**src/rtl/move_if.sv**
```systemverilog
// -----------------------------------------------------------------------------
// move_if
// Bundles the board-side button levels, the game-enable strobe and the
// conditioned move outputs of move_input_conditioner.
//   master : drives btn_* and enable, observes the moves and held levels
//   slave  : the conditioner itself
// Signals:
//   btn_left/right/up/down  raw asynchronous active-high button levels
//   enable                  game running; moves are suppressed when low
//   left/right/up/down      registered single-cycle move pulses
//   held[3:0]               debounced levels {left,right,up,down}
// -----------------------------------------------------------------------------
interface move_if;
  logic       btn_left;
  logic       btn_right;
  logic       btn_up;
  logic       btn_down;
  logic       enable;
  logic       left;
  logic       right;
  logic       up;
  logic       down;
  logic [3:0] held;

  modport master (
    output btn_left, btn_right, btn_up, btn_down, enable,
    input  left, right, up, down, held
  );

  modport slave (
    input  btn_left, btn_right, btn_up, btn_down, enable,
    output left, right, up, down, held
  );
endinterface

```
**src/rtl/move_input_conditioner.sv**
```systemverilog
// -----------------------------------------------------------------------------
// move_input_conditioner
// Turns four raw push-buttons into clean single-cycle move commands for the
// moving-square controller: two-flop synchroniser, counter debounce, first
// press pulse with auto-repeat (left/right/down), edge-only rotate (up),
// left/right conflict suppression and an optional gravity tick on down.
//
// Ports:
//   clk     system clock
//   resetn  asynchronous active-low reset
//   io      move_if.slave (buttons, enable, move pulses, held levels)
//
// Build option: define MOVE_GRAVITY_EN to include the gravity counter that
// injects a down move every GRAVITY_CYCLES cycles while enable is high.
// Without it, down comes only from btn_down and GRAVITY_CYCLES is unused.
// -----------------------------------------------------------------------------
module move_input_conditioner #(
  parameter int DEBOUNCE_CYCLES = 1_000_000,
  parameter int REPEAT_DELAY    = 15_000_000,
  parameter int REPEAT_RATE     = 5_000_000,
  parameter int GRAVITY_CYCLES  = 25_000_000
) (
  input  logic  clk,
  input  logic  resetn,
  move_if.slave io
);
  localparam int CW   = 26;
  localparam int NREP = 3;  // buttons with auto-repeat: down, right, left

  localparam logic [CW-1:0] DB_LAST    = CW'(DEBOUNCE_CYCLES - 1);
  localparam logic [CW-1:0] DELAY_LAST = CW'(REPEAT_DELAY - 1);
  localparam logic [CW-1:0] RATE_LAST  = CW'(REPEAT_RATE - 1);
  localparam logic [CW-1:0] GRAV_LAST  = CW'(GRAVITY_CYCLES - 1);

  // Bit positions inside the 4-bit button vectors, matching held.
  localparam int BL = 3;
  localparam int BR = 2;
  localparam int BU = 1;
  localparam int BD = 0;

  typedef enum logic [1:0] {ST_IDLE, ST_DELAY, ST_REPEAT} rep_state_e;

  // Maps repeat-FSM slot k to its button bit.
  function automatic logic [1:0] rep_bit(input int k);
    case (k)
      0:       rep_bit = 2'(BD);
      1:       rep_bit = 2'(BR);
      default: rep_bit = 2'(BL);
    endcase
  endfunction

  logic [3:0]    raw;
  logic [3:0]    sync1_q, sync2_q;
  logic [3:0]    stable_q, stable_d, stable_prev_q;
  logic [CW-1:0] db_cnt_q [4];
  logic [CW-1:0] db_cnt_d [4];
  rep_state_e    state_q  [NREP];
  rep_state_e    state_d  [NREP];
  logic [CW-1:0] tmr_q    [NREP];
  logic [CW-1:0] tmr_d    [NREP];
  logic [3:0]    rise, fall;
  logic [3:0]    req_raw;
  logic [3:0]    move_d, move_q;
  logic          grav_req;

  assign raw  = {io.btn_left, io.btn_right, io.btn_up, io.btn_down};
  assign rise = stable_q & ~stable_prev_q;
  assign fall = ~stable_q & stable_prev_q;

  // Debounce: a new level is accepted only after DEBOUNCE_CYCLES consecutive
  // synchronised samples that disagree with the current stable level.
  always_comb begin
    // NOTE: every always_comb output gets a default first, so no path can
    // leave it unassigned and infer a latch.
    stable_d = stable_q;
    for (int i = 0; i < 4; i++) begin
      db_cnt_d[i] = '0;
      if (sync2_q[i] != stable_q[i]) begin
        if (db_cnt_q[i] == DB_LAST) begin
          stable_d[i] = ~stable_q[i];
        end else begin
          db_cnt_d[i] = db_cnt_q[i] + 1'b1;
        end
      end
    end
  end

  // Repeat FSMs. Timer counts down to zero; a pulse is requested on the
  // cycle it reads zero, so loading N-1 gives exactly N cycles of spacing.
  // Disabling the game or releasing the button drops straight to IDLE.
  always_comb begin
    req_raw = '0;
    for (int k = 0; k < NREP; k++) begin
      state_d[k] = state_q[k];
      tmr_d[k]   = tmr_q[k];
      if (!io.enable || fall[rep_bit(k)]) begin
        state_d[k] = ST_IDLE;
        tmr_d[k]   = '0;
      end else begin
        case (state_q[k])
          ST_IDLE: begin
            if (rise[rep_bit(k)]) begin
              req_raw[rep_bit(k)] = 1'b1;
              tmr_d[k]            = DELAY_LAST;
              state_d[k]          = ST_DELAY;
            end
          end
          ST_DELAY, ST_REPEAT: begin
            if (tmr_q[k] == '0) begin
              req_raw[rep_bit(k)] = 1'b1;
              tmr_d[k]            = RATE_LAST;
              state_d[k]          = ST_REPEAT;
            end else begin
              tmr_d[k] = tmr_q[k] - 1'b1;
            end
          end
          default: begin
            state_d[k] = ST_IDLE;
            tmr_d[k]   = '0;
          end
        endcase
      end
    end
    // Rotate is edge-only: one request per debounced press.
    req_raw[BU] = io.enable & rise[BU];
  end

`ifdef MOVE_GRAVITY_EN
  logic [CW-1:0] grav_q, grav_d;

  // Any down request (manual or gravity) restarts the gravity interval, so
  // the next tick lands a full GRAVITY_CYCLES after the last down move.
  always_comb begin
    grav_req = io.enable && (grav_q == GRAV_LAST);
    if (!io.enable || grav_req || req_raw[BD]) begin
      grav_d = '0;
    end else begin
      grav_d = grav_q + 1'b1;
    end
  end

  always_ff @(posedge clk or negedge resetn) begin
    if (!resetn) grav_q <= '0;
    else         grav_q <= grav_d;
  end
`else
  logic unused_gravity;
  assign grav_req       = 1'b0;
  assign unused_gravity = ^GRAV_LAST;
`endif

  // Simultaneous left and right cancel each other; down merges manual and
  // gravity requests into a single pulse.
  always_comb begin
    move_d = req_raw;
    if (req_raw[BL] && req_raw[BR]) begin
      move_d[BL] = 1'b0;
      move_d[BR] = 1'b0;
    end
    move_d[BD] = req_raw[BD] | grav_req;
  end

  always_ff @(posedge clk or negedge resetn) begin
    if (!resetn) begin
      sync1_q       <= '0;
      sync2_q       <= '0;
      stable_q      <= '0;
      stable_prev_q <= '0;
      move_q        <= '0;
      // NOTE: these arrays are a handful of flops, not a RAM, so they are
      // reset like any other state and nothing carries across a reset.
      for (int i = 0; i < 4; i++) db_cnt_q[i] <= '0;
      for (int k = 0; k < NREP; k++) begin
        state_q[k] <= ST_IDLE;
        tmr_q[k]   <= '0;
      end
    end else begin
      // NOTE: non-blocking assignments keep every flop sampling the
      // pre-edge values, which the two-flop synchroniser depends on.
      sync1_q       <= raw;
      sync2_q       <= sync1_q;
      stable_q      <= stable_d;
      stable_prev_q <= stable_q;
      move_q        <= move_d;
      for (int i = 0; i < 4; i++) db_cnt_q[i] <= db_cnt_d[i];
      for (int k = 0; k < NREP; k++) begin
        state_q[k] <= state_d[k];
        tmr_q[k]   <= tmr_d[k];
      end
    end
  end

  assign io.left  = move_q[BL];
  assign io.right = move_q[BR];
  assign io.up    = move_q[BU];
  assign io.down  = move_q[BD];
  assign io.held  = stable_q;

endmodule

```
**src/flat_wrapper.sv**
```systemverilog
// flat-port wrapper written by rule: the top's interface ports become plain ports
module move_input_conditioner_flat 
#(
  parameter int DEBOUNCE_CYCLES = 1_000_000,
  parameter int REPEAT_DELAY    = 15_000_000,
  parameter int REPEAT_RATE     = 5_000_000,
  parameter int GRAVITY_CYCLES  = 25_000_000
)
  (clk, resetn, io_btn_left, io_btn_right, io_btn_up, io_btn_down, io_enable, io_left, io_right, io_up, io_down, io_held);
  move_if io_i ();
  input  logic clk;
  input  logic resetn;
  input wire logic [$bits(io_i.btn_left)-1:0] io_btn_left;
  input wire logic [$bits(io_i.btn_right)-1:0] io_btn_right;
  input wire logic [$bits(io_i.btn_up)-1:0] io_btn_up;
  input wire logic [$bits(io_i.btn_down)-1:0] io_btn_down;
  input wire logic [$bits(io_i.enable)-1:0] io_enable;
  output wire logic [$bits(io_i.left)-1:0] io_left;
  output wire logic [$bits(io_i.right)-1:0] io_right;
  output wire logic [$bits(io_i.up)-1:0] io_up;
  output wire logic [$bits(io_i.down)-1:0] io_down;
  output wire logic [$bits(io_i.held)-1:0] io_held;
  assign io_i.btn_left = io_btn_left;
  assign io_i.btn_right = io_btn_right;
  assign io_i.btn_up = io_btn_up;
  assign io_i.btn_down = io_btn_down;
  assign io_i.enable = io_enable;
  assign io_left = io_i.left;
  assign io_right = io_i.right;
  assign io_up = io_i.up;
  assign io_down = io_i.down;
  assign io_held = io_i.held;
  move_input_conditioner #(.DEBOUNCE_CYCLES(DEBOUNCE_CYCLES), .REPEAT_DELAY(REPEAT_DELAY), .REPEAT_RATE(REPEAT_RATE), .GRAVITY_CYCLES(GRAVITY_CYCLES)) u_core (.clk(clk), .resetn(resetn), .io(io_i));
endmodule
```
**config.mk**
```make
export PLATFORM = sky130hd
export DESIGN_NAME = move_input_conditioner_flat
export DESIGN_NICKNAME = d
export VERILOG_FILES = /design/src/rtl/move_if.sv /design/src/rtl/move_input_conditioner.sv /design/src/flat_wrapper.sv
export SDC_FILE = /design/constraint.sdc
export NUM_CORES = 1
export LEC_CHECK = 0
export BUFFER_PORTS_ARGS = -buffer_cell sky130_fd_sc_hd__buf_2
export CAP_MARGIN = 20
export CORE_ASPECT_RATIO = 0.8
export CORE_UTILIZATION = 50
export CTS_CLUSTER_SIZE = 8
export DETAILED_ROUTE_END_ITERATION = 10
export PLACE_DENSITY = 0.74
export SLEW_MARGIN = 20
export SYNTH_ARGS = -nofsm -noshare
export SYNTH_HDL_FRONTEND = slang
export SYNTH_SLANG_ARGS = --single-unit
```
**constraint.sdc**
```tcl
create_clock -name clk -period 2 [get_ports clk]
set_clock_uncertainty 0.05 [all_clocks]
set_input_delay 0.2 -clock clk [delete_from_list [all_inputs] [get_ports clk]]
set_output_delay 0.2 -clock clk [all_outputs]
set_load 0.02 [all_outputs]
```
==> impl_metrics.py <==
metrics = {
    "routing": {
        "ant_nets": 0,
        "drt-pass1-iter-count": 5,
        "drt_iter0_drc": 757,
        "num_vias": 9754,
        "route.detailed.drc": 0,
        "vias_per_cell": 5.86,
        "wl_mm": 28.2,
        "detail_route.wl_per_cell_um": 17.0,
    },
    "synthesis": {
        "synth.avg_cell_area_sq_um": 9.54,
        "synth.ff_latch_count": 208,
        "syn-cell-area_sq_um": 11100,
        "synth_ff_type": "dfrtp_1",
        "yosys_warnings": 0,
        "yosysUniqueCellTypes": 80,
        "syn_inst": 1166,
        "synth-async-reset-ratio_pct": 100,
        "synth_edf_count": 0,
        "syn-num-nets": 1190,
        "synth_seq_area_share_pct": 46.8,
    },
    "worst_hold_path": {
        "hold_depth": 3,
        "holdCritPathClass": "input pin to flop",
        "hp-start": "io_enable",
        "min_to": "u_core.state_q[1]",
    },
    "grt": {
        "grt_max_degree": 65,
        "globalRoute.totalOverflow": 0,
        "first_global_vias": 9141,
        "grt_use_total_pct": 23.9,
        "grt_pass1_wl_mm": 45.0,
        "grt_antenna_before_repair": 0,
    },
    "pwr": {
        "ir_drop_v": 0.000967,
        "powerDensity_nw_per_um2": 1590,
        "p_leak_nw": 6.65,
        "p_total_w": 0.0230,
    },
    "sta": {
        "setup_tns_ns": -6.03,
        "holdWs_ns": 0.0217,
        "post-route-worst-setup-slack_ns": -0.261,
        "drv_slew": 0,
        "hold_viol": 0,
        "setup_viol": 36,
        "fin_crit_ns": 2.26,
        "rsz0062_at_grt": "true",
        "fin_crit_sh_pct": 113,
        "max_freq_mhz": 442,
        "tightest_slew_ns": 0.452,
        "slew_headroom_pct": 69.5,
    },
    "critical_path": {
        "rr_worst_depth": 9,
        "crit_chain": "inv_2, ha_4, or4b_4, nor4_4, buf_4, a31oi_4, buf_4, o31ai_1, a31oi_1",
        "required_ns": 2.35,
        "cp_max_fo": 5,
        "regToRegStartpoint": "u_core.tmr_q[0]",
        "critical_path.startpoint": "u_core.tmr_q[0]",
        "crit_slowest_cell": "or4b_4",
        "crit_family": "simple AND/OR/NAND/NOR gates",
        "worstPathArrival_ns": 2.61,
        "crit_type": "flop to flop",
        "path_buf_inv": 3,
        "slowest_delay_ns": 0.47,
        "r2r_end": "u_core.tmr_q[17]",
        "reg2reg_slack_ns": -0.26,
        "worst_setup_path_start_kind": "flop",
        "cp_common_cell": "buf_4",
        "endpoint_kind": "flop",
    },
    "floorplan": {
        "die_h_um": 135,
        "dieArea_sq_um": 22800,
        "num_io_pins": 15,
        "core_region_area_sq_um": 21700,
        "start_util_pct": 51.3,
        "row_count": 48,
        "die_width_um": 169,
    },
    "finish": {
        "syn_to_final_growth_pct": 30.0,
        "final_util_pct": 66.7,
        "fin_nets": 1389,
        "final_common_cell": "dfrtp_1",
        "layout-drive-gt1-share_pct": 28.4,
        "mostFrequentLayoutCells": "dfrtp_1, buf_4, nor2_1",
        "nFillCells": 1619,
        "antenna_cells": 0,
    },
    "cts": {
        "root_buffer": "clkbuf_16",
        "clk_path_buf_depth": 3,
        "insertion_delay_ns": 0.54,
        "htreeDepth": 1,
        "numCtsBuffers": 29,
        "clock_sinks": 208,
        "clkTransAtPathRegs_ns": 0.05,
        "tritoncts": "yes",
    },
    "flow_run": {
        "maxCapViolations": 0,
    },
    "outcome": {
        "outcome": "complete, but fails checks",
        "failed_checks": "setup timing",
    },
    "placement": {
        "io_buffer_count": 14,
        "dpl.hpwl_mm": 17.8,
        "place_ws_ns": -0.161,
        "globalplace.congestion": 0.887,
    },
}
==> logic make-up after synthesis <==
family | Yosys count | share of synthesized area (%)
AND/OR/NAND/NOR | 557 | 26.8
AO/OA/AOI/OAI | 181 | 11.2
multiplexers | 5 | 0.608
XOR/XNOR | 120 | 9.45
adder cells (fa/ha/maj) | 17 | 1.91
flip-flops | 208 | 46.8
buffers and inverters | 78 | 3.17
==> cells in the mapped netlist, drive strengths merged, types with 3 or more instances <==
cell type	instances	area, sq um
dfrtp	208	5200
nor2	173	657
xor2	83	727
nand2	67	251
nand3	64	330
o21ai	56	280
nand4	49	307
nor3	49	282
a21oi	40	211
xnor2	37	324
nor4	34	277
inv	30	113
buf	27	160
and3	26	163
clkbuf	21	80.1
ha	17	213
or4	17	135
a31oi	12	90.1
and4	12	106
nand2b	11	68.8
a211o	10	87.6
o31ai	10	88.8
or3	10	67.6
or2	8	50.1
a21o	7	52.6
a221o	7	70.1
nor4b	7	61.3
and2	6	37.5
a211oi	5	47.5
nand3b	5	37.5
nor2b	5	31.3
mux2	4	45.0
nor3b	4	30.0
o41ai	4	35.0
and3b	3	26.3
nand4b	3	26.3
o211ai	3	22.5
==> state kept, by name, summed over array words and instances, names as in the netlist <==
name	count
u_core.db_cnt_q	104
u_core.io.held	4
u_core.move_q	4
u_core.stable_prev_q	4
u_core.state_q	6
u_core.sync1_q	4
u_core.sync2_q	4
u_core.tmr_q	78
==> layer usage <==
layer	global-route usage (%)	share of wire (%)	vias up
li1	-	-	4579
met1	34.6	45	4829
met2	37.8	47	296
met3	3.42	5.6	50
met4	5.91	1.7	0
met5	0.435	0	-
==> what timing repair did <==
item,CTS,global route
pin swaps,14,52
hold endpoints to repair,212,0
endpoints found under the setup margin,94,184
gates cloned,0,0
setup buffers,4,17
hold buffers,5,0
resized for setup,39,124
==> layout make-up <==
type                    instances  area [sq um]  share of cell area [%]
clock buffers                  29           726                    5.02
flip-flops and latches        208          5210                    36.0
repair buffers                216          1800                    12.5
inverters                      30           113                   0.779
clock inverters                 1          8.76                  0.0606
well taps                     300           375                    2.60
multi-input cells             880          6230                    43.1
==> per-stage QoR <==
| step | instance area (sq um) | cells |
|---|---|---|
| final | 14500 | 1664 |
| after global routing | 14500 | 1664 |
| after CTS | 13800 | 1647 |
| after detailed placement | 12800 | 1608 |
| after global placement | 12800 | 1608 |
| after floorplan | 11100 | 1166 |
==> worst reg2reg max path: stages (launching register included) <==
cell	delay, ns
dfrtp_1	0.38
inv_2	0.09
ha_4	0.12
or4b_4	0.47
nor4_4	0.33
buf_4	0.19
a31oi_4	0.13
buf_4	0.18
o31ai_1	0.07
a31oi_1	0.12
==> power by group <==
group | internal [W] | switching (W)
sequential | 0.00476 | 0.000490
combinational | 0.00639 | 0.00711
clock | 0.00252 | 0.00170
==> worst max path at each step <==
stage	end	slack (ns)	depth (start not counted)
after detailed placement	u_core.tmr_q[7]	-0.16	7
after global placement	u_core.tmr_q[24]	-0.14	8
after floorplan	u_core.tmr_q[21]	-0.04	8
final	u_core.tmr_q[17]	-0.26	9
after CTS	u_core.tmr_q[7]	-0.18	7
after global routing	u_core.tmr_q[10]	-0.34	9
(Power assumes the default switching activity.)
